## config.mk

```make
export PLATFORM = sky130hd
export DESIGN_NAME = cipu_stream_tx
export DESIGN_NICKNAME = d
export VERILOG_FILES = /design/src/rtl/cipu_stream_tx.sv
export SDC_FILE = /design/constraint.sdc
export NUM_CORES = 1
export LEC_CHECK = 0
export CAP_MARGIN = 20
export CELL_PAD_IN_SITES_DETAIL_PLACEMENT = 1
export CELL_PAD_IN_SITES_GLOBAL_PLACEMENT = 2
export CORE_ASPECT_RATIO = 1.4
export CORE_UTILIZATION = 30
export CTS_BUF_LIST = sky130_fd_sc_hd__clkbuf_8
export CTS_CLUSTER_SIZE = 28
export DETAILED_ROUTE_END_ITERATION = 10
export GPL_ROUTABILITY_DRIVEN = 1
export GPL_TIMING_DRIVEN = 1
export PLACE_DENSITY = 0.49
export SLEW_MARGIN = 20
export SYNTH_ARGS = -nofsm -noshare
export SYNTH_HDL_FRONTEND = slang
export SYNTH_SLANG_ARGS = --single-unit
```

## constraint.sdc

```tcl
create_clock -name clk -period 5.9 [get_ports clk]
set_clock_uncertainty 0.05 [all_clocks]
set_input_delay 1.77 -clock clk [delete_from_list [all_inputs] [get_ports clk]]
set_output_delay 1.77 -clock clk [all_outputs]
set_load 0.02 [all_outputs]
```

## src/rtl/cipu_stream_tx.sv

```systemverilog
// Transmit-side source for the CIPU check-in protocol: buffers a people sequence and a
// grouped luggage sequence, then replays both as ASCII streams with ready/done handshakes.
module cipu_stream_tx #(
  parameter int PDEPTH = 32,
  parameter int LDEPTH = 32,
  parameter int GMAX   = 8
) (
  input  logic       clk,
  input  logic       rst,
  input  logic       p_wr,
  input  logic [7:0] p_data,
  input  logic       l_wr,
  input  logic [7:0] l_data,
  input  logic       l_sep,
  input  logic [3:0] l_num,
  input  logic       start,
  input  logic       done_thing,
  input  logic       done_fifo,
  input  logic       done_fifo2,
  output logic       ready_fifo,
  output logic       ready_lifo,
  output logic [7:0] people_thing_in,
  output logic [7:0] thing_in,
  output logic [3:0] thing_num,
  output logic       busy,
  output logic       tx_done,
  output logic       ovf
);

  localparam int PW  = $clog2(PDEPTH + 1);
  localparam int LW  = $clog2(LDEPTH + 1);
  localparam int GW  = $clog2(GMAX + 1);
  localparam int PIW = (PDEPTH > 1) ? $clog2(PDEPTH) : 1;
  localparam int LIW = (LDEPTH > 1) ? $clog2(LDEPTH) : 1;
  localparam int GIW = (GMAX > 1) ? $clog2(GMAX) : 1;
  localparam int CW  = (LW > 4) ? LW : 4;

  localparam logic [PW-1:0] P_MAX = PW'(PDEPTH);
  localparam logic [LW-1:0] L_MAX = LW'(LDEPTH);
  localparam logic [GW-1:0] G_MAX = GW'(GMAX);

  localparam logic [2:0] P_IDLE = 3'd0;
  localparam logic [2:0] P_RDY  = 3'd1;
  localparam logic [2:0] P_SEND = 3'd2;
  localparam logic [2:0] P_END  = 3'd3;
  localparam logic [2:0] P_WAIT = 3'd4;

  localparam logic [2:0] L_IDLE  = 3'd0;
  localparam logic [2:0] L_RDY   = 3'd1;
  localparam logic [2:0] L_SEND  = 3'd2;
  localparam logic [2:0] L_SEP   = 3'd3;
  localparam logic [2:0] L_WAITT = 3'd4;
  localparam logic [2:0] L_GAP   = 3'd5;
  localparam logic [2:0] L_END   = 3'd6;
  localparam logic [2:0] L_WAIT  = 3'd7;

  logic [7:0]    r_pBuf [PDEPTH];
  logic [7:0]    r_lBuf [LDEPTH];
  logic [LW-1:0] r_gLen [GMAX];
  logic [3:0]    r_gNum [GMAX];

  logic [PW-1:0] r_pCount;
  logic [LW-1:0] r_lCount;
  logic [GW-1:0] r_gCount;
  logic [LW-1:0] r_lGrpStart;
  logic          r_busy;
  logic          r_txDone;
  logic          r_ovf;
  logic          r_startPend;

  logic [2:0]    r_pState;
  logic [PW-1:0] r_pRd;
  logic          r_pDone;

  logic [2:0]    r_lState;
  logic [LW-1:0] r_lRd;
  logic [GW-1:0] r_gIdx;
  logic [LW-1:0] r_dCnt;
  logic          r_lDone;

  logic          w_anyWr;
  logic          w_go;
  logic          w_finish;
  logic          w_pWrOk;
  logic          w_lWrOk;
  logic          w_sepOk;
  logic [LW-1:0] w_lCntNext;
  logic [LW-1:0] w_grpLen;
  logic          w_numClamp;
  logic [3:0]    w_sepNum;
  logic          w_ovfHit;
  logic          w_inGrp;
  logic [GIW-1:0] w_gi;
  logic [LW-1:0] w_curLen;
  logic [3:0]    w_curNum;
  logic [2:0]    w_lNext;

  // A start that coincides with a write is deferred one cycle so the write lands first.
  assign w_anyWr    = p_wr | l_wr | l_sep;
  assign w_go       = !r_busy && (r_startPend || (start && !w_anyWr));
  assign w_finish   = r_busy && r_pDone && r_lDone;
  assign w_pWrOk    = !r_busy && p_wr && (r_pCount < P_MAX);
  assign w_lWrOk    = !r_busy && l_wr && (r_lCount < L_MAX);
  assign w_sepOk    = !r_busy && l_sep && (r_gCount < G_MAX);
  assign w_lCntNext = r_lCount + LW'(w_lWrOk);
  assign w_grpLen   = w_lCntNext - r_lGrpStart;
  assign w_numClamp = CW'(l_num) > CW'(w_grpLen);
  assign w_sepNum   = w_numClamp ? 4'(w_grpLen) : l_num;
  assign w_ovfHit   = !r_busy && ((p_wr && !(r_pCount < P_MAX)) ||
                                  (l_wr && !(r_lCount < L_MAX)) ||
                                  (l_sep && (!(r_gCount < G_MAX) || w_numClamp)));

  always_ff @(posedge clk or posedge rst) begin
    if (rst) begin
      r_pCount    <= '0;
      r_lCount    <= '0;
      r_gCount    <= '0;
      r_lGrpStart <= '0;
      r_busy      <= 1'b0;
      r_txDone    <= 1'b0;
      r_ovf       <= 1'b0;
      r_startPend <= 1'b0;
    end else begin
      r_txDone <= w_finish;
      if (w_ovfHit) r_ovf <= 1'b1;
      if (!r_busy) r_startPend <= !w_go && start && w_anyWr;
      if (w_finish) begin
        r_busy      <= 1'b0;
        r_pCount    <= '0;
        r_lCount    <= '0;
        r_gCount    <= '0;
        r_lGrpStart <= '0;
      end else begin
        if (w_go) r_busy <= 1'b1;
        if (w_pWrOk) r_pCount <= r_pCount + 1'b1;
        if (w_lWrOk) r_lCount <= w_lCntNext;
        if (w_sepOk) begin
          r_gCount    <= r_gCount + 1'b1;
          r_lGrpStart <= w_lCntNext;
        end
      end
    end
  end

  always_ff @(posedge clk) begin
    if (w_pWrOk) r_pBuf[r_pCount[PIW-1:0]] <= p_data;
    if (w_lWrOk) r_lBuf[r_lCount[LIW-1:0]] <= l_data;
    if (w_sepOk) begin
      r_gLen[r_gCount[GIW-1:0]] <= w_grpLen;
      r_gNum[r_gCount[GIW-1:0]] <= w_sepNum;
    end
  end

  always_ff @(posedge clk or posedge rst) begin
    if (rst) begin
      r_pState <= P_IDLE;
      r_pRd    <= '0;
      r_pDone  <= 1'b0;
    end else if (w_finish) begin
      r_pState <= P_IDLE;
      r_pDone  <= 1'b0;
    end else begin
      case (r_pState)
        P_IDLE: if (w_go) begin
          r_pState <= P_RDY;
          r_pRd    <= '0;
        end
        P_RDY:  r_pState <= (r_pCount == '0) ? P_END : P_SEND;
        P_SEND: begin
          r_pRd <= r_pRd + 1'b1;
          if (r_pRd + 1'b1 == r_pCount) r_pState <= P_END;
        end
        P_END:  r_pState <= P_WAIT;
        P_WAIT: if (done_fifo) begin
          r_pDone  <= 1'b1;
          r_pState <= P_IDLE;
        end
        default: r_pState <= P_IDLE;
      endcase
    end
  end

  // Groups below r_gCount were closed by l_sep; anything past them is the final group.
  assign w_inGrp  = r_gIdx < r_gCount;
  assign w_gi     = r_gIdx[GIW-1:0];
  assign w_curLen = r_gLen[w_gi];
  assign w_curNum = r_gNum[w_gi];

  always_comb begin
    w_lNext = L_END;
    if (w_inGrp) w_lNext = (w_curLen == '0) ? L_SEP : L_SEND;
    else if (r_lRd < r_lCount) w_lNext = L_SEND;
  end

  always_ff @(posedge clk or posedge rst) begin
    if (rst) begin
      r_lState <= L_IDLE;
      r_lRd    <= '0;
      r_gIdx   <= '0;
      r_dCnt   <= '0;
      r_lDone  <= 1'b0;
    end else if (w_finish) begin
      r_lState <= L_IDLE;
      r_lDone  <= 1'b0;
    end else begin
      case (r_lState)
        L_IDLE: if (w_go) begin
          r_lState <= L_RDY;
          r_lRd    <= '0;
          r_gIdx   <= '0;
          r_dCnt   <= '0;
        end
        L_RDY:   r_lState <= w_lNext;
        L_SEND: begin
          r_lRd  <= r_lRd + 1'b1;
          r_dCnt <= r_dCnt + 1'b1;
          if (w_inGrp) begin
            if (r_dCnt + 1'b1 == w_curLen) r_lState <= L_SEP;
          end else if (r_lRd + 1'b1 == r_lCount) begin
            r_lState <= L_END;
          end
        end
        L_SEP: begin
          r_lState <= L_WAITT;
          r_dCnt   <= '0;
        end
        L_WAITT: if (done_thing) begin
          r_gIdx   <= r_gIdx + 1'b1;
          r_lState <= L_GAP;
        end
        L_GAP:   r_lState <= w_lNext;
        L_END:   r_lState <= L_WAIT;
        L_WAIT:  if (done_fifo2) begin
          r_lDone  <= 1'b1;
          r_lState <= L_IDLE;
        end
        default: r_lState <= L_IDLE;
      endcase
    end
  end

  always_comb begin
    people_thing_in = 8'h20;
    case (r_pState)
      P_SEND:  people_thing_in = r_pBuf[r_pRd[PIW-1:0]];
      P_END:   people_thing_in = 8'h24;
      default: people_thing_in = 8'h20;
    endcase
  end

  always_comb begin
    thing_in  = 8'h20;
    thing_num = 4'd0;
    case (r_lState)
      L_SEND:  thing_in = r_lBuf[r_lRd[LIW-1:0]];
      L_SEP:   thing_in = 8'h3B;
      L_END:   thing_in = 8'h24;
      default: thing_in = 8'h20;
    endcase
    if (w_inGrp && (r_lState == L_SEND || r_lState == L_SEP || r_lState == L_WAITT))
      thing_num = w_curNum;
  end

  assign ready_fifo = (r_pState == P_RDY);
  assign ready_lifo = (r_lState == L_RDY);
  assign busy       = r_busy;
  assign tx_done    = r_txDone;
  assign ovf        = r_ovf;

endmodule

```

==> flow_summary.ini <==
[run_status]
outcome = completed

[global_routing]
grt_usage_pct = 15.7
grt_max_degree = 38
grt_pass1_vias = 14932
grt_pass1_wl_um = 101000
grt_overflow = 0
antenna_found_initial = 2

[worst_hold_path]
hp-class = reg -> reg

[finish]
drive_gt1_share_pct = 24.2
nets = 1628
layout_common_cells = edfxtp_1, mux4_2, nor2_1, clkbuf_8, inv_1
utilization_pct = 35.1
syn_to_final_growth_pct = 16.3
final_cell_area_sq_um = 31000
layout_commonest_cell = edfxtp_1

[worst_setup_path]
crit_path_frequent_cell = mux4_2
crit_path_max_incr_delay_ns = 0.70
critPathSlowestCell = dfrtp_4
path_class = reg -> out
worstSetupStartpointType = flip-flop
cp.arrival_ns = 3.87
path_cells = buf_12, mux4_2, mux4_2, nor2b_1, a211o_1, clkdlybuf4s50_1
path_max_fanout = 20
end_kind = primary output
cp_data_required_time_ns = 4.08

[timing]
fin_crit_ns = 5.69
period_share_pct = 96.4
tns_ns = 0
report.final.slew_viol_count = 0
max_freq_mhz = 176
rsz0062_at_grt = false
slew_headroom_pct = 32.0
worst_slew_pin_slew_ns = 1.02
finalHoldViolCount = 0
setup_viol = 0

[clock_network]
cts.path.max_buffers = 3
cts-root-buf = clkbuf_8
cts_buffers = 109
worstSkewPairLatency_ns = 0.77
clock_sinks = 648
path_clk_slew_ns = 0.06
hold_buffers = 0
cts_tree = yes
ctsHtreeMaxLevel = 3

[logic_synthesis]
ys.flop_type = edfxtp_1
syn_area_per_cell_sq_um = 19.0
yosysWarningCount = 0
syn_inst = 1405
synth_edf_count = 592
synth-seq-area-share_pct = 71.9
syn-num-nets = 1464
synth_seq_cells = 648
synth_cell_types = 63
async_flop_share_pct = 8.64
syn-cell-area_sq_um = 26700

[detailed_routing]
vias = 13346
drtIter0Drc = 651
drtAntennaViolNets = 0
avgRoutedWirePerCell_um = 24.2
dr.pass1.iters = 5
routed_wl_um = 68700
viasPerCell = 4.71
drc = 0

[floorplanning]
die_h_um = 355
start_util_pct = 30.2
dieWidth_um = 254
rows = 129
ios = 54
core_area_sq_um = 88300
dieArea_sq_um = 90100

[pwr]
p_leak_nw = 10.1
p_total_mw = 13.7
cellPowerDensity_nw_per_um2 = 440
ir_worst_vdd_v = 0.000174

[run]
drv_cap = 0

[place]
post-dp-hpwl_um = 45800
gp_congestion = 0.741
placed_cell_area_sq_um = 29000
numPortBuffers = 53
-- cells by family (layout without fill, tap and decap cells) --
logic type	Yosys count	count (layout)	share of synthesized area (%)
buffers and inverters	107	358	1.72
AO/OA/AOI/OAI	95	95	2.42
multiplexers	205	205	16.3
flip-flops	648	648	71.9
AND/OR/NAND/NOR	274	274	4.70
other	0	1	0
adder cells (fa/ha/maj)	30	30	1.44
XOR/XNOR	46	46	1.51
-- through the flow --
stage,hold WS (ns),worst slack [ns],instances
after floorplan,0.406,0.466,1405
after global placement,0.435,0.165,2634
after detailed placement,0.435,0.121,2636
after CTS,0.454,0.0736,2835
after global routing,0.473,0.0178,2836
final,0.449,0.215,2836
-- power by group --
group          switching [mW]  total (mW)  internal, mW
sequential              0.403        5.84          5.44
combinational            2.20        4.07          1.88
clock                    1.84        3.74          1.89
-- state kept, by name, indices dropped and copies added, names as in the netlist, 4 cells and up --
name	flops
r_pRd	6
r_gCount	4
r_gNum	32
r_pCount	6
r_dCnt	6
r_gLen	48
r_gIdx	4
r_lBuf	256
r_lRd	6
r_lCount	6
r_pBuf	256
r_lGrpStart	6
-- Yosys cell counts (2+ instances only) --
| cell type | number | area share [%] |
|---|---|---|
| mux4_2 | 171 | 14 |
| buf_2 | 17 | 0.32 |
| edfxtp_1 | 592 | 67 |
| a22o_1 | 5 | 0.16 |
| o21ai_1 | 4 | 0.075 |
| or2_2 | 2 | 0.047 |
| buf_4 | 2 | 0.056 |
| nand2_1 | 56 | 0.79 |
| o31ai_1 | 8 | 0.23 |
| mux2_1 | 3 | 0.13 |
| o211ai_1 | 3 | 0.084 |
| xnor2_1 | 34 | 1.1 |
| dfrtp_1 | 56 | 5.3 |
| a21o_1 | 7 | 0.20 |
| nor3_1 | 20 | 0.38 |
| buf_6 | 2 | 0.084 |
| nor3b_1 | 5 | 0.14 |
| o21a_1 | 4 | 0.11 |
| nand3_1 | 28 | 0.53 |
| o21ai_0 | 22 | 0.41 |
| nand3b_1 | 6 | 0.17 |
| mux4_1 | 9 | 0.89 |
| a41oi_1 | 2 | 0.066 |
| and2_1 | 2 | 0.047 |
| and3_1 | 6 | 0.14 |
| a211oi_1 | 6 | 0.17 |
| nand4_1 | 3 | 0.070 |
| ha_1 | 29 | 1.4 |
| nor2b_1 | 9 | 0.21 |
| xor2_1 | 12 | 0.39 |
| nor2_1 | 119 | 1.7 |
| or3_1 | 3 | 0.070 |
| nand2b_1 | 5 | 0.12 |
| inv_1 | 31 | 0.44 |
| buf_1 | 12 | 0.17 |
| nor4_1 | 2 | 0.047 |
| a21oi_1 | 19 | 0.36 |
| a31oi_1 | 4 | 0.094 |
| mux2i_1 | 21 | 0.79 |
| nand4b_1 | 2 | 0.066 |
| clkbuf_1 | 40 | 0.56 |
-- repair_timing --
action | 4_1_cts | 5_1_grt
hold endpoints to repair | 0 | 0
resized for setup | 0 | 0
endpoints found under the setup margin | 4 | 0
buffers inserted | 1 | 0
-- final cells by class --
type / count / area (sq um)
fill: 8865 / 57300
sequential: 648 / 19200
multi-input combinational: 650 / 7050
clock buffer: 112 / 1540
tap: 1179 / 1480
timing repair buffer: 128 / 1180
clock inverter: 86 / 459
inverter: 32 / 120
antenna: 1 / 2.50
-- layer usage --
metal  part of all wire (%)  global-route usage [%]
met3                    3.5                    2.71
met1                     40                    17.9
met2                     54                    28.6
met5                  0.013                       0
met4                    2.9                    6.43
-- worst paths after layout --
kind | cells after the start | endpoint | startpoint | slack [ns]
worst max-delay path | 6 | people_thing_in[5] | r_pRd[0] | 0.21
worst min-delay path | 1 | r_lGrpStart[4] | r_lGrpStart[4] | 0.45
worst max register to register | 15 | r_gNum[1][0] | busy | 1.64
worst min register to register | 1 | r_lGrpStart[4] | r_lGrpStart[4] | 0.45
max in group asynchronous | 3 | r_gCount[3] | rst | 3.45
min in group asynchronous | 2 | r_lCount[3] | rst | 1.48
-- worst max-delay path: cells and delay by family (launching register included) --
kind / cells / cell delay [ns]
buffers and inverters: 2 / 0.82
AND/OR/NAND/NOR: 1 / 0.15
flip-flops: 1 / 0.70
multiplexers: 2 / 1.13
AO/OA/AOI/OAI: 1 / 0.31
Power figures use the tool's default switching activity.
